===== config.mk =====
export PLATFORM = sky130hd
export DESIGN_NAME = path_delay_scheduler
export DESIGN_NICKNAME = d
export VERILOG_FILES = /design/src/rtl/path_delay_scheduler.sv
export SDC_FILE = /design/constraint.sdc
export NUM_CORES = 1
export LEC_CHECK = 0
export CAP_MARGIN = 0
export CORE_UTILIZATION = 47
export DETAILED_ROUTE_END_ITERATION = 16
export PLACE_DENSITY = 0.85
export SYNTH_ARGS = -nofsm -noshare
export SYNTH_HDL_FRONTEND = slang
export SYNTH_SLANG_ARGS = --single-unit

===== constraint.sdc =====
create_clock -name clk -period 1.7 [get_ports clk]
set_input_delay 0.255 -clock clk [delete_from_list [all_inputs] [get_ports clk]]
set_output_delay 0.255 -clock clk [all_outputs]
set_load 0.005 [all_outputs]

===== src/rtl/path_delay_scheduler.sv =====
// Delay-based Trojan screening sequencer: per path, settle low, launch 0->1, count until rise, window-check.
// Optional FALL_EDGE_TEST_EN adds a 1->0 measurement after each rise capture.
`timescale 1ns/1ps

module path_delay_scheduler #(
    parameter int NUM_PATHS  = 8,
    parameter int CNT_W      = 12,
    parameter int SETTLE_CYC = 16,
    parameter int TIMEOUT    = 4000
) (
    input  logic                         clk,
    input  logic                         rst_n,
    input  logic                         start,
    input  logic                         path_result,
    input  logic [CNT_W-1:0]             thresh_lo,
    input  logic [CNT_W-1:0]             thresh_hi,
    output logic [$clog2(NUM_PATHS)-1:0] path_sel,
    output logic                         path_drive,
    output logic [CNT_W-1:0]             delay_cnt,
    output logic                         cnt_valid,
    output logic [NUM_PATHS-1:0]         trojan_flag,
    output logic                         timeout_err,
    output logic                         busy,
    output logic                         done
);

    localparam int SEL_W = $clog2(NUM_PATHS);
    localparam logic [CNT_W-1:0] LP_TIMEOUT = CNT_W'(TIMEOUT);
    localparam logic [CNT_W-1:0] LP_SETTLE  = CNT_W'(SETTLE_CYC);
    localparam logic [SEL_W-1:0] LP_LAST    = SEL_W'(NUM_PATHS - 1);

`ifdef FALL_EDGE_TEST_EN
    typedef enum logic [3:0] {
        S_IDLE, S_SETTLE, S_LAUNCH, S_CAPTURE, S_NEXT, S_FINISH,
        S_FSETTLE, S_FLAUNCH, S_FCAPTURE
    } state_t;
`else
    typedef enum logic [2:0] {
        S_IDLE, S_SETTLE, S_LAUNCH, S_CAPTURE, S_NEXT, S_FINISH
    } state_t;
`endif

    state_t                 r_state;
    logic [CNT_W-1:0]       r_cnt;
    logic                   r_timed_out;
    logic [SEL_W-1:0]       r_path_sel;
    logic                   r_path_drive;
    logic [CNT_W-1:0]       r_delay_cnt;
    logic                   r_cnt_valid;
    logic [NUM_PATHS-1:0]   r_trojan_flag;
    logic                   r_timeout_err;
    logic                   r_busy;
    logic                   r_done;
    logic                   w_fail;

    // Inclusive window; an inverted window (lo > hi) fails every count.
    always_comb begin
        w_fail = (r_delay_cnt < thresh_lo) | (r_delay_cnt > thresh_hi) | r_timed_out;
    end

    always_ff @(posedge clk or negedge rst_n) begin
        if (!rst_n) begin
            r_state       <= S_IDLE;
            r_cnt         <= '0;
            r_timed_out   <= 1'b0;
            r_path_sel    <= '0;
            r_path_drive  <= 1'b0;
            r_delay_cnt   <= '0;
            r_cnt_valid   <= 1'b0;
            r_trojan_flag <= '0;
            r_timeout_err <= 1'b0;
            r_busy        <= 1'b0;
            r_done        <= 1'b0;
        end else begin
            r_cnt_valid <= 1'b0;
            r_done      <= 1'b0;
            case (r_state)
                S_IDLE: begin
                    if (start) begin
                        r_state       <= S_SETTLE;
                        r_trojan_flag <= '0;
                        r_timeout_err <= 1'b0;
                        r_timed_out   <= 1'b0;
                        r_path_sel    <= '0;
                        r_path_drive  <= 1'b0;
                        r_busy        <= 1'b1;
                        r_cnt         <= CNT_W'(1);
                    end
                end
                S_SETTLE: begin
                    if (r_cnt >= LP_SETTLE && !path_result) begin
                        r_state      <= S_LAUNCH;
                        r_path_drive <= 1'b1;
                        r_cnt        <= CNT_W'(1);
                    end else if (r_cnt >= LP_TIMEOUT) begin
                        r_state       <= S_CAPTURE;
                        r_delay_cnt   <= LP_TIMEOUT;
                        r_cnt_valid   <= 1'b1;
                        r_timed_out   <= 1'b1;
                        r_timeout_err <= 1'b1;
                    end else begin
                        r_cnt <= r_cnt + 1'b1;
                    end
                end
                S_LAUNCH: begin
                    if (path_result) begin
                        r_state     <= S_CAPTURE;
                        r_delay_cnt <= r_cnt;
                        r_cnt_valid <= 1'b1;
                    end else if (r_cnt >= LP_TIMEOUT) begin
                        r_state       <= S_CAPTURE;
                        r_delay_cnt   <= LP_TIMEOUT;
                        r_cnt_valid   <= 1'b1;
                        r_timed_out   <= 1'b1;
                        r_timeout_err <= 1'b1;
                    end else begin
                        r_cnt <= r_cnt + 1'b1;
                    end
                end
                S_CAPTURE: begin
                    r_trojan_flag[r_path_sel] <= w_fail;
                    r_timed_out               <= 1'b0;
`ifdef FALL_EDGE_TEST_EN
                    // Drive stays high so the fall settle phase starts from the risen path.
                    r_state      <= S_FSETTLE;
                    r_path_drive <= 1'b1;
                    r_cnt        <= CNT_W'(1);
`else
                    r_state      <= S_NEXT;
                    r_path_drive <= 1'b0;
`endif
                end
`ifdef FALL_EDGE_TEST_EN
                S_FSETTLE: begin
                    if (r_cnt >= LP_SETTLE && path_result) begin
                        r_state      <= S_FLAUNCH;
                        r_path_drive <= 1'b0;
                        r_cnt        <= CNT_W'(1);
                    end else if (r_cnt >= LP_TIMEOUT) begin
                        r_state       <= S_FCAPTURE;
                        r_delay_cnt   <= LP_TIMEOUT;
                        r_cnt_valid   <= 1'b1;
                        r_timed_out   <= 1'b1;
                        r_timeout_err <= 1'b1;
                    end else begin
                        r_cnt <= r_cnt + 1'b1;
                    end
                end
                S_FLAUNCH: begin
                    if (!path_result) begin
                        r_state     <= S_FCAPTURE;
                        r_delay_cnt <= r_cnt;
                        r_cnt_valid <= 1'b1;
                    end else if (r_cnt >= LP_TIMEOUT) begin
                        r_state       <= S_FCAPTURE;
                        r_delay_cnt   <= LP_TIMEOUT;
                        r_cnt_valid   <= 1'b1;
                        r_timed_out   <= 1'b1;
                        r_timeout_err <= 1'b1;
                    end else begin
                        r_cnt <= r_cnt + 1'b1;
                    end
                end
                S_FCAPTURE: begin
                    r_trojan_flag[r_path_sel] <= r_trojan_flag[r_path_sel] | w_fail;
                    r_timed_out               <= 1'b0;
                    r_path_drive              <= 1'b0;
                    r_state                   <= S_NEXT;
                end
`endif
                S_NEXT: begin
                    if (r_path_sel == LP_LAST) begin
                        r_state <= S_FINISH;
                        r_busy  <= 1'b0;
                        r_done  <= 1'b1;
                    end else begin
                        r_state    <= S_SETTLE;
                        r_path_sel <= r_path_sel + 1'b1;
                        r_cnt      <= CNT_W'(1);
                    end
                end
                S_FINISH: begin
                    r_state <= S_IDLE;
                end
                default: begin
                    r_state <= S_IDLE;
                end
            endcase
        end
    end

    assign path_sel    = r_path_sel;
    assign path_drive  = r_path_drive;
    assign delay_cnt   = r_delay_cnt;
    assign cnt_valid   = r_cnt_valid;
    assign trojan_flag = r_trojan_flag;
    assign timeout_err = r_timeout_err;
    assign busy        = r_busy;
    assign done        = r_done;

endmodule

Yosys cells after proc, flatten, opt, wreduce, memory -nomap -nowiden
Index checks and enable logic that the tools add are counted. W data, S select, Z words.

Order comparisons: 6. $add $sub $neg: 2. Equal/unequal tests: 11. Bitwise logic cells: 2. Reduce and logical (&&, ||, !) cells: 19. Multiplexer cells: 44.

Operators with widths (count): $mux W12 (8); $pmux W12 S4 (1); $pmux W12 S2 (1); $mux W3 (7); $mux W1 (16); $pmux W8 S2 (1); $pmux W3 S5 (1); $add A12 B1 Y12 const B (1); $ge A12 B12 Y1 const B (1); $ge A12 B5 Y1 const B (1); $gt A12 B12 Y1 (1); $lt A12 B12 Y1 (1); $ne A2 B2 Y1 const B (6); $reduce_and A4 Y1 (3); $reduce_and A3 Y1 (3); $bwmux W8 (1); $mux W8 (1); $reduce_bool A4 Y1 (2); $eq A3 B2 Y1 const B (2); $eq A3 B3 Y1 const B (2); $pmux W1 S3 (2); $pmux W3 S2 (1); $reduce_bool A2 Y1 (3); $reduce_bool A3 Y1 (2); other kinds (12) (16).

Bits in registers: 44. Word-level logic and storage cells: 95. Output and inout bits: 28. Input port bits: 28.

Longest topological paths before layout
Gate-level depths: netlist of the first run.

Word-level depth: 6. Gate-level depth with buffers: 8. Gate-level depth less buffers: 7.

Least setup slack after synthesis of the first run
OpenSTA, ideal clock, no wires.

Path type: reg-to-reg. From: register r_delay_cnt[10] (netlist: delay_cnt[10]). To: register r_trojan_flag[6] (netlist: trojan_flag[6]). Clock period less this slack: 1.898 ns. Path buffers: 1. Required time: 1.563 ns. Setup slack: -0.198 ns. Data arrival time: 1.761 ns. Cell stages (with the launch flop): 8. Setup time: 0.137 ns. Cells stage by stage: dfrtp_1 ha_1 nor2b_1 nand4_1 or4_1 clkbuf_1 nand3_1 o211ai_1.

Cells in the longest elaborated chain, start to end: 5. Elaborated cells on any way between the ends: 6. Classes of those cells: order compare (2); mux (2); bitwise (2).

Ends and longest elaborated chain: from (decl) (RTL line 48) `logic [CNT_W-1:0] r_delay_cnt;`; from (signal assigned) (RTL line 108) `r_delay_cnt <= r_cnt;`; $lt A12 B12 Y1 or $gt A12 B12 Y1 (tied branches) (RTL line 58) `w_fail = (r_delay_cnt < thresh_lo) | (r_delay_cnt > thresh_hi) | r_timed_out;`; $or A1 B1 Y1 * (2 in a row) (RTL line 58); $bwmux W8 * (RTL line 121) `r_trojan_flag[r_path_sel] <= w_fail;`; $pmux W8 S2 * (RTL line 77) `case (r_state)`; to (signal, indexed assignment) (RTL line 121); to (decl) (RTL line 50) `logic [NUM_PATHS-1:0] r_trojan_flag;`.

Mark *: on every way between the ends. The rest lies on a longest branch, timed or not. A chain may end at the register's enable or synchronous reset.

Final worst setup path of the first run
From: register r_delay_cnt[9] (netlist: delay_cnt[9]). To: register r_trojan_flag[6] (netlist: trojan_flag[6]).

Same word-level chain as after synthesis.

==> results of run 1 <==
## cells in the mapped netlist (2+ instances only)
cell	count	area, um2
sky130_fd_sc_hd__a21oi_1	30	150
sky130_fd_sc_hd__a22o_1	5	43.8
sky130_fd_sc_hd__buf_2	2	10.0
sky130_fd_sc_hd__clkbuf_1	3	11.3
sky130_fd_sc_hd__dfrtp_1	44	1100
sky130_fd_sc_hd__ha_1	27	338
sky130_fd_sc_hd__inv_1	30	113
sky130_fd_sc_hd__mux2i_1	2	20.0
sky130_fd_sc_hd__nand2_1	27	101
sky130_fd_sc_hd__nand2b_1	3	18.8
sky130_fd_sc_hd__nand3_1	15	75.1
sky130_fd_sc_hd__nand3b_1	5	37.5
sky130_fd_sc_hd__nand4_1	7	43.8
sky130_fd_sc_hd__nor2_1	18	67.6
sky130_fd_sc_hd__nor2b_1	2	12.5
sky130_fd_sc_hd__nor3_1	7	35.0
sky130_fd_sc_hd__nor3b_1	2	15.0
sky130_fd_sc_hd__nor4_1	2	12.5
sky130_fd_sc_hd__o2111ai_1	2	17.5
sky130_fd_sc_hd__o211ai_1	15	113
sky130_fd_sc_hd__o21a_1	4	30.0
sky130_fd_sc_hd__o21ai_0	9	45.0
sky130_fd_sc_hd__o21ai_1	2	10.0
sky130_fd_sc_hd__o22a_1	6	52.6
sky130_fd_sc_hd__o31ai_1	4	30.0
sky130_fd_sc_hd__xnor2_1	6	52.6
## cells by family (layout without fill, tap and decap cells)
group	Yosys count	after routing	synth area share, %
compound gates	89	89	21.9
xor+xnor	6	6	1.86
fa+ha+maj	27	27	12.0
buf+inv	37	158	5.23
flops	44	44	39.0
mux	2	2	0.709
simple gates	100	100	19.4
## layout make-up
cell class / count / area (um2) / share of cell area, %
Multi-Input combinational cell: 224 / 1980 / 44.3
Clock buffer: 7 / 76.3 / 1.71
Timing Repair Buffer: 119 / 1090 / 24.4
Inverter: 31 / 119 / 2.66
Sequential cell: 44 / 1100 / 24.8
Tap cell: 72 / 90.1 / 2.02
Clock inverter: 1 / 5.00 / 0.112
## power groups by stage
| stage | sequential, W | combinational, W | clock (W) |
|---|---|---|---|
| final | 0.00169 | 0.00372 | 0.000637 |
| after CTS | 0.00163 | 0.00292 | 0.000636 |
| after global routing | 0.00171 | 0.00398 | 0.000676 |
| after floorplan | 0.00164 | 0.00138 | 0 |
| after detailed placement | 0.00162 | 0.00278 | 0 |
| after global placement | 0.00161 | 0.00266 | 0 |
## layer usage
| metal | track usage [%] | vias up | routed length, um |
|---|---|---|---|
| li1 | - | 1358 | - |
| met1 | 33.8 | 1501 | 3920 |
| met2 | 46.5 | 223 | 5220 |
| met3 | 4.34 | 58 | 822 |
| met4 | 10.9 | 0 | 569 |
| met5 | 0 | - | 0 |
## state kept, by name (all words and copies together) (netlist names)
| register | cells |
|---|---|
| busy | 1 |
| cnt_valid | 1 |
| delay_cnt | 12 |
| done | 1 |
| path_drive | 1 |
| path_sel | 3 |
| r_cnt | 12 |
| r_state | 3 |
| r_timed_out | 1 |
| timeout_err | 1 |
| trojan_flag | 8 |
## stage by stage
stage / utilization [%] / TNS, ns
global placement: 68.4 / -7.15
CTS: 72.4 / -1.39
global route: 79.1 / -4.60
finish: 79.1 / -2.74
floorplan: - / -0.358
detailed placement: 68.4 / -8.63
## repair_timing
| action | 4_1_cts | 5_1_grt |
|---|---|---|
| endpoints found under the setup margin | 33 | 36 |
| setup buffers | 4 | 9 |
| resized for setup | 24 | 64 |
| hold buffers | 1 | 0 |
| pin swaps | 23 | 43 |
| hold endpoints to repair | 44 | 0 |
## critical path: stages, from the launching register on
cell and delay (ns):
sky130_fd_sc_hd__dfrtp_1 0.43, sky130_fd_sc_hd__ha_4 0.26, sky130_fd_sc_hd__a211o_1 0.26, sky130_fd_sc_hd__a21oi_2 0.19, sky130_fd_sc_hd__o211ai_1 0.11, sky130_fd_sc_hd__buf_4 0.18, sky130_fd_sc_hd__o211ai_1 0.26, sky130_fd_sc_hd__o211ai_1 0.19
## final timing paths
kind / from / endpoint / slack [ns] / cells after the start
min in group clk: busy$_DFFE_PN0P_ / busy$_DFFE_PN0P_ / 0.53 / 2
min: rst_n / trojan_flag[5]$_DFFE_PN0P_ / 0.50 / 3
max: delay_cnt[9]$_DFFE_PN0P_ / trojan_flag[6]$_DFFE_PN0P_ / -0.36 / 7
max reg2reg: delay_cnt[9]$_DFFE_PN0P_ / trojan_flag[6]$_DFFE_PN0P_ / -0.36 / 7
min reg2reg: busy$_DFFE_PN0P_ / busy$_DFFE_PN0P_ / 0.53 / 2
max in group asynchronous: rst_n / r_cnt[6]$_DFFE_PN0P_ / 0.91 / 3
## cell usage in the layout, fill, tap and decap left out, types with 5 or more instances in the layout
cell type / count
sky130_fd_sc_hd__clkbuf_8: 5
sky130_fd_sc_hd__nor2_1: 10
sky130_fd_sc_hd__inv_1: 24
sky130_fd_sc_hd__nand2_1: 26
sky130_fd_sc_hd__nand3b_1: 5
sky130_fd_sc_hd__clkdlybuf4s50_1: 46
sky130_fd_sc_hd__ha_4: 13
sky130_fd_sc_hd__a22o_1: 5
sky130_fd_sc_hd__o22a_1: 5
sky130_fd_sc_hd__buf_6: 8
sky130_fd_sc_hd__ha_1: 13
sky130_fd_sc_hd__xnor2_1: 6
sky130_fd_sc_hd__inv_2: 6
sky130_fd_sc_hd__buf_4: 54
sky130_fd_sc_hd__nand4_1: 7
sky130_fd_sc_hd__dfrtp_1: 41
sky130_fd_sc_hd__a21oi_1: 16
sky130_fd_sc_hd__a21oi_2: 12
sky130_fd_sc_hd__o21ai_0: 7
sky130_fd_sc_hd__dlymetal6s2s_1: 7
sky130_fd_sc_hd__nor3_1: 5
sky130_fd_sc_hd__nand3_1: 12
sky130_fd_sc_hd__o211ai_1: 15
sky130_fd_sc_hd__nor2_2: 5
==> parameters.txt, run 1 <==
Parameter                              Value

Clocking
  Clock tree root buffer cell ... sky130_fd_sc_hd__clkbuf_8
  Number of buffers added by the clock tree synthesis step ... 5
  Clock Sinks ... 44
  Clock Path Buffers ... 2
  Clock-pin slew reported for the worst setup and hold paths after clock tree synthesis ... 0.08 ns
  Clk Latency, worst-skew pair ... 0.30 ns
  Clock tree from TritonCTS ... built
  H-tree depth ... 2

Pwr
  Internal power contribution ... 0.00353 W
  Relative contribution of sequential cells to total power ... 28.0%
  Leakage power figure ... 1.98 nW
  Max VDD drop ... 0.915 mV
  Power Total ... 0.00605 W
  Combinational group share of total power ... 61.5%
  NetSw ... 0.00252 W
  Power density over the cells ... 1360 mW/mm2
  Clock group share of total power ... 10.5%
  Switching share of total power ... 41.6%

Place
  Weighted congestion reported at the end of routability-driven placement ... 0.852
  Estimated wirelength of the detail-placed design ... 6.05 mm
  DP Worst Slack ... -0.673 ns
  Count of buffers inserted at the top-level ports ... 55
  Instance area after placement ... 0.00386 mm2
  Dpl cells ... 477

Die
  # rows ... 27
  Effective utilization at floorplan ... 50.1%
  Die area ... 0.00632 mm2
  Core Area ... 0.00564 mm2
  Die X ... 79.5 um
  Height of the die ... 79.5 um
  Number of I/O pins ... 56

Timing
  Clock Skews ... 0.0115 ns
  Number of failing setup endpoints in the final timing report ... 30
  Worst max-slew margin expressed relative to the limit ... 63.9%
  Final number of max-transition violations ... 0
  Worst path setup slack after routing ... -0.358 ns
  Highest attainable clock frequency ... 486 MHz
  RSZ-0062 raised after global routing ... yes
  Final hold violation count ... 0
  Period utilization ... 121%
  Period minus WS final ... 2.06 ns
  Transition time at the pin with the least slew margin ... 0.537 ns
  Hold slack ... 0.497 ns

Synthesis
  Main flop type after synthesis ... sky130_fd_sc_hd__dfrtp_1
  Net count after synthesis ... 360
  Number of instances in the synthesized netlist ... 305
  Mean area per synthesized cell ... 9.26 um2
  Share of flip-flops with an asynchronous set or reset after synthesis ... 100%
  Cell area after synthesis ... 0.00282 mm2
  Number of distinct library cells after synthesis ... 52
  Number of flops mapped to enable cells by yosys ... 0
  Sequential area share after synthesis ... 39.0%
  Number of warnings reported in the yosys synthesis log ... 0
  Post-synthesis register bit count ... 44

Finish
  Final Cell Area ... 0.00446 mm2
  Fraction of final layout cells sized beyond drive strength 1 ... 33.8%
  Final standard cell count with taps included and fillers excluded ... 498
  Inserted Diodes ... 0
  Filler cell count in the final layout ... 297
  Net count of the finished layout ... 480
  Area delta synth->final ... 58.0%

Detailed routing
  Count of TritonRoute iterations in the first routing pass ... 5
  Via total after detailed routing ... 3140
  1st-iter DRT viols ... 251
  Post-detailed-route via-to-cell ratio ... 6.31
  Routed WL ... 10.5 mm
  Remaining design rule violation count ... 0
  Wirelength per Cell ... 21.1 um
  Post-route antenna net violation count ... 0

Worst hold path
  Worst min-delay path class ... in2async

GRT
  Global-route wire length before repair ... 13.4 mm
  Largest net degree at the start of global routing ... 24
  Total global-route track usage ... 27.1%
  Via count of the first global-routing pass ... 2948
  Total gr overflow ... 0
  Initial antenna violation count ... 0

Setup path
  Kind of start point of the critical path ... flop
  Data arrival time of the critical path ... 2.19 ns
  Maximum fanout count along the critical path ... 6
  Data required, critical path ... 1.83 ns
  Crit end category ... flop
  Kind of critical path ... reg2reg

Run
  Number of max-cap violations ... 0

Run status
  Run status ... finished, violations left
  Violations in the final reports ... negative setup slack
Note: power is estimated with default switching activity, not from simulation.
==> run 2, diff against run 1 <==
CORE_ASPECT_RATIO = 1.1   (was unset)
CORE_UTILIZATION = 52   (was 47)
PLACE_DENSITY = 0.88   (was 0.85)
clock period = 2.35 ns   (was 1.7 ns; I/O delays follow)
==> run 2 against run 1 <==
The flow now finishes without violations. Power down 42%. Sequential cell count unchanged. Non-clock buffer count down 53. Largest cell class unchanged. Largest power group unchanged. Cell count down 11%. Clock power down 8.5%. Clock skew up 0.0020 ns. Register-to-register slack better by 0.62 ns. Routed wire length down 33%. Core utilization down 8.0 points. Combinational power down 55%. Critical path depth up 1.
==> parameters.txt, run 2 (synthesis gave the netlist of run 1 again) <==
Parameter                              Value

Run status
  Run status ... finished, final reports clean (was finished, violations left)

GRT
  Global-route wire length before repair ... 11.7 mm (was 13.4 mm)
  Via count of the first global-routing pass ... 2551 (was 2948)
  Largest net degree at the start of global routing ... 29 (was 24)
  Total global-route track usage ... 26.1% (was 27.1%)
  Initial antenna violation count ... 0 (unchanged)
  Total gr overflow ... 0 (unchanged)

Timing
  Period utilization ... 92.4%
  Worst max-slew margin expressed relative to the limit ... 60.1% (was 63.9%)
  Total negative setup slack ... 0 ns (was -2.74 ns)
  Final number of max-transition violations ... 0 (unchanged)
  Clock Skews ... 0.0135 ns (was 0.0115 ns)
  Hold slack ... 0.495 ns (was 0.497 ns)
  RSZ-0062 raised after global routing ... no (was yes)
  Final hold violation count ... 0 (unchanged)
  Period minus WS final ... 2.17 ns
  Transition time at the pin with the least slew margin ... 0.599 ns (was 0.537 ns)
  Number of failing setup endpoints in the final timing report ... 0 (was 30)
  Highest attainable clock frequency ... 461 MHz

Detailed routing
  Wirelength per Cell ... 15.9 um (was 21.1 um)
  Post-route antenna net violation count ... 0 (unchanged)
  Via total after detailed routing ... 2637 (was 3140)
  Count of TritonRoute iterations in the first routing pass ... 4 (was 5)
  Routed WL ... 7.06 mm (was 10.5 mm)
  Remaining design rule violation count ... 0 (unchanged)
  1st-iter DRT viols ... 145 (was 251)
  Post-detailed-route via-to-cell ratio ... 5.93 (was 6.31)

Setup path
  Kind of start point of the critical path ... input pin (was flop)
  Worst path cell trace ... clkdlybuf4s50_1 -> inv_1 -> ha_1 -> nor2b_1 -> nand4_1 -> or4_1 -> nand3_1 -> o211ai_1 (was ha_4 -> a211o_1 -> a21oi_2 -> o211ai_1 -> buf_4 -> o211ai_1 -> o211ai_1)
  Reg2Reg Depth ... 8 (was 7)
  Max stage delay cell, worst path ... sky130_fd_sc_hd__or4_1 (was sky130_fd_sc_hd__dfrtp_1)
  Largest delay contributor family on the critical path ... simple AND/OR/NAND/NOR gates (was compound AO/OA/AOI/OAI gates)
  Maximum fanout count along the critical path ... 8 (was 6)
  Crit path launch ... thresh_lo[10] (was delay_cnt[9]$_DFFE_PN0P_)
  Bufs and invs on worst path ... 2 (was 1)
  Data required, critical path ... 2.53 ns (was 1.83 ns)
  Data arrival time of the critical path ... 2.35 ns (was 2.19 ns)
  Largest stage delay on the critical path ... 0.69 ns (was 0.43 ns)
  Number of gates on the worst path with buffers counted ... 8 (was 7)
  Crit end category ... flop (unchanged)
  Critical R2R Launch ... path_sel[1]$_DFFE_PN0P_ (was delay_cnt[9]$_DFFE_PN0P_)
  Kind of critical path ... in2reg (was reg2reg)

Place
  Weighted congestion reported at the end of routability-driven placement ... 0.847 (was 0.852)
  Estimated wirelength of the detail-placed design ... 5.40 mm (was 6.05 mm)
  Count of buffers inserted at the top-level ports ... 55 (unchanged)
  Instance area after placement ... 0.00351 mm2 (was 0.00386 mm2)

Die
  Effective utilization at floorplan ... 55.4% (was 50.1%)
  Height of the die ... 79.3 um (was 79.5 um)
  Number of I/O pins ... 56 (unchanged)
  # rows ... 27 (unchanged)
  Core Area ... 0.00510 mm2 (was 0.00564 mm2)
  Die area ... 0.00573 mm2 (was 0.00632 mm2)
  Die X ... 72.3 um (was 79.5 um)

Pwr
  Clock group share of total power ... 16.7% (was 10.5%)
  Relative contribution of sequential cells to total power ... 35.8% (was 28.0%)
  Combinational group share of total power ... 47.5% (was 61.5%)
  Power density over the cells ... 962 mW/mm2 (was 1360 mW/mm2)
  Max VDD drop ... 0.610 mV (was 0.915 mV)
  Switching share of total power ... 39.4% (was 41.6%)
  NetSw ... 0.00137 W (was 0.00252 W)
  Internal power contribution ... 0.00212 W (was 0.00353 W)
  Leakage power figure ... 1.63 nW (was 1.98 nW)
  Power Total ... 0.00349 W (was 0.00605 W)

Clocking
  Clock tree root buffer cell ... sky130_fd_sc_hd__clkbuf_8 (unchanged)
  Number of buffers added by the clock tree synthesis step ... 5 (unchanged)
  Clock tree from TritonCTS ... built (unchanged)
  Clk Latency, worst-skew pair ... 0.31 ns (was 0.30 ns)
  Clock Path Buffers ... 2 (unchanged)
  Clock-pin slew reported for the worst setup and hold paths after clock tree synthesis ... 0.10 ns (was 0.08 ns)
  Cells resized by post-CTS repair ... 0 (was 24)
  Clock Sinks ... 44 (unchanged)
  H-tree depth ... 2 (unchanged)
  Number of setup buffers added after CTS ... 0 (was 4)

Finish
  Filler cell count in the final layout ... 377 (was 297)
  Most frequent standard cell in the layout excluding fill and tap cells ... sky130_fd_sc_hd__clkdlybuf4s50_1 (was sky130_fd_sc_hd__buf_4)
  Inserted Diodes ... 0 (unchanged)
  Sequential cell area in the final layout ... 0.00110 mm2 (about the same)
  Multi-input logic area ... 0.00158 mm2 (was 0.00198 mm2)
  Area delta synth->final ... 28.4% (was 58.0%)
  Leading cell types in the layout, fill and taps excluded ... sky130_fd_sc_hd__clkdlybuf4s50_1, sky130_fd_sc_hd__dfrtp_1, sky130_fd_sc_hd__inv_1, sky130_fd_sc_hd__a21oi_1 (was sky130_fd_sc_hd__buf_4, sky130_fd_sc_hd__clkdlybuf4s50_1, sky130_fd_sc_hd__dfrtp_1)
  Net count of the finished layout ... 427 (was 480)
  Fraction of final layout cells sized beyond drive strength 1 ... 7.77% (was 33.8%)
  Final Cell Area ... 0.00363 mm2 (was 0.00446 mm2)

Run
  Number of max-cap violations ... 0 (unchanged)

Worst hold path
  Worst min-delay path class ... in2async (unchanged)
run 2: cell types whose count changed in the layout (fill, tap and decap cells not counted), moves of 12 or more:
cell,before,now
sky130_fd_sc_hd__a21oi_2,12,0
sky130_fd_sc_hd__a21oi_1,16,30
sky130_fd_sc_hd__ha_4,13,0
sky130_fd_sc_hd__ha_1,13,27
sky130_fd_sc_hd__buf_4,54,10
run 2: metrics by stage:
step	setup slack [ns]	instances	util [%]
6_report	0.180	445	71.1
5_1_grt	0.0835	445	71.1
4_1_cts	0.180	445	71.1
3_5_place_dp	-0.147	436	68.7
3_3_place_gp	-0.0705	436	68.7
2_1_floorplan	0.452	305	-
run 2: area by class of cell:
type / instances / share of cell area [%]
Tap cell: 72 / 2.48
Sequential cell: 44 / 30.4
Clock inverter: 3 / 1.17
Multi-Input combinational cell: 224 / 43.4
Timing Repair Buffer: 66 / 17.4
Inverter: 31 / 3.28
Clock buffer: 5 / 1.90
run 2: routing by layer:
metal / vias to the layer above / global-route usage (%) / part of all wire, %
met3: 8 / 3.43 / 5.1
met1: 1301 / 32.9 / 42
li1: 1250 / - / -
met2: 78 / 46.0 / 51
met5: - / 0 / 0
met4: 0 / 8.04 / 1.2
run 2: path summary, 6_finish.rpt:
path / end / slack, ns
min: trojan_flag[0]$_DFFE_PN0P_ / 0.50
max in group asynchronous: cnt_valid$_DFF_PN0_ / 1.16
min in group clk: busy$_DFFE_PN0P_ / 0.50
max: trojan_flag[6]$_DFFE_PN0P_ / 0.18
min reg2reg: busy$_DFFE_PN0P_ / 0.50
max reg2reg: r_cnt[7]$_DFFE_PN0P_ / 0.26
run 2: repair_timing:
action | 4_1_cts | 5_1_grt
endpoints found under the setup margin | 0 | 0
hold endpoints to repair | 16 | 0
hold buffers | 1 | 0
run 2: power by group through the flow:
stage | clock (W) | sequential, W | combinational, W
floorplan | 0 | 0.00118 | 0.000968
global placement | 0 | 0.00124 | 0.00156
detailed placement | 0 | 0.00126 | 0.00164
CTS | 0.000591 | 0.00124 | 0.00166
global route | 0.000621 | 0.00128 | 0.00183
finish | 0.000583 | 0.00125 | 0.00166
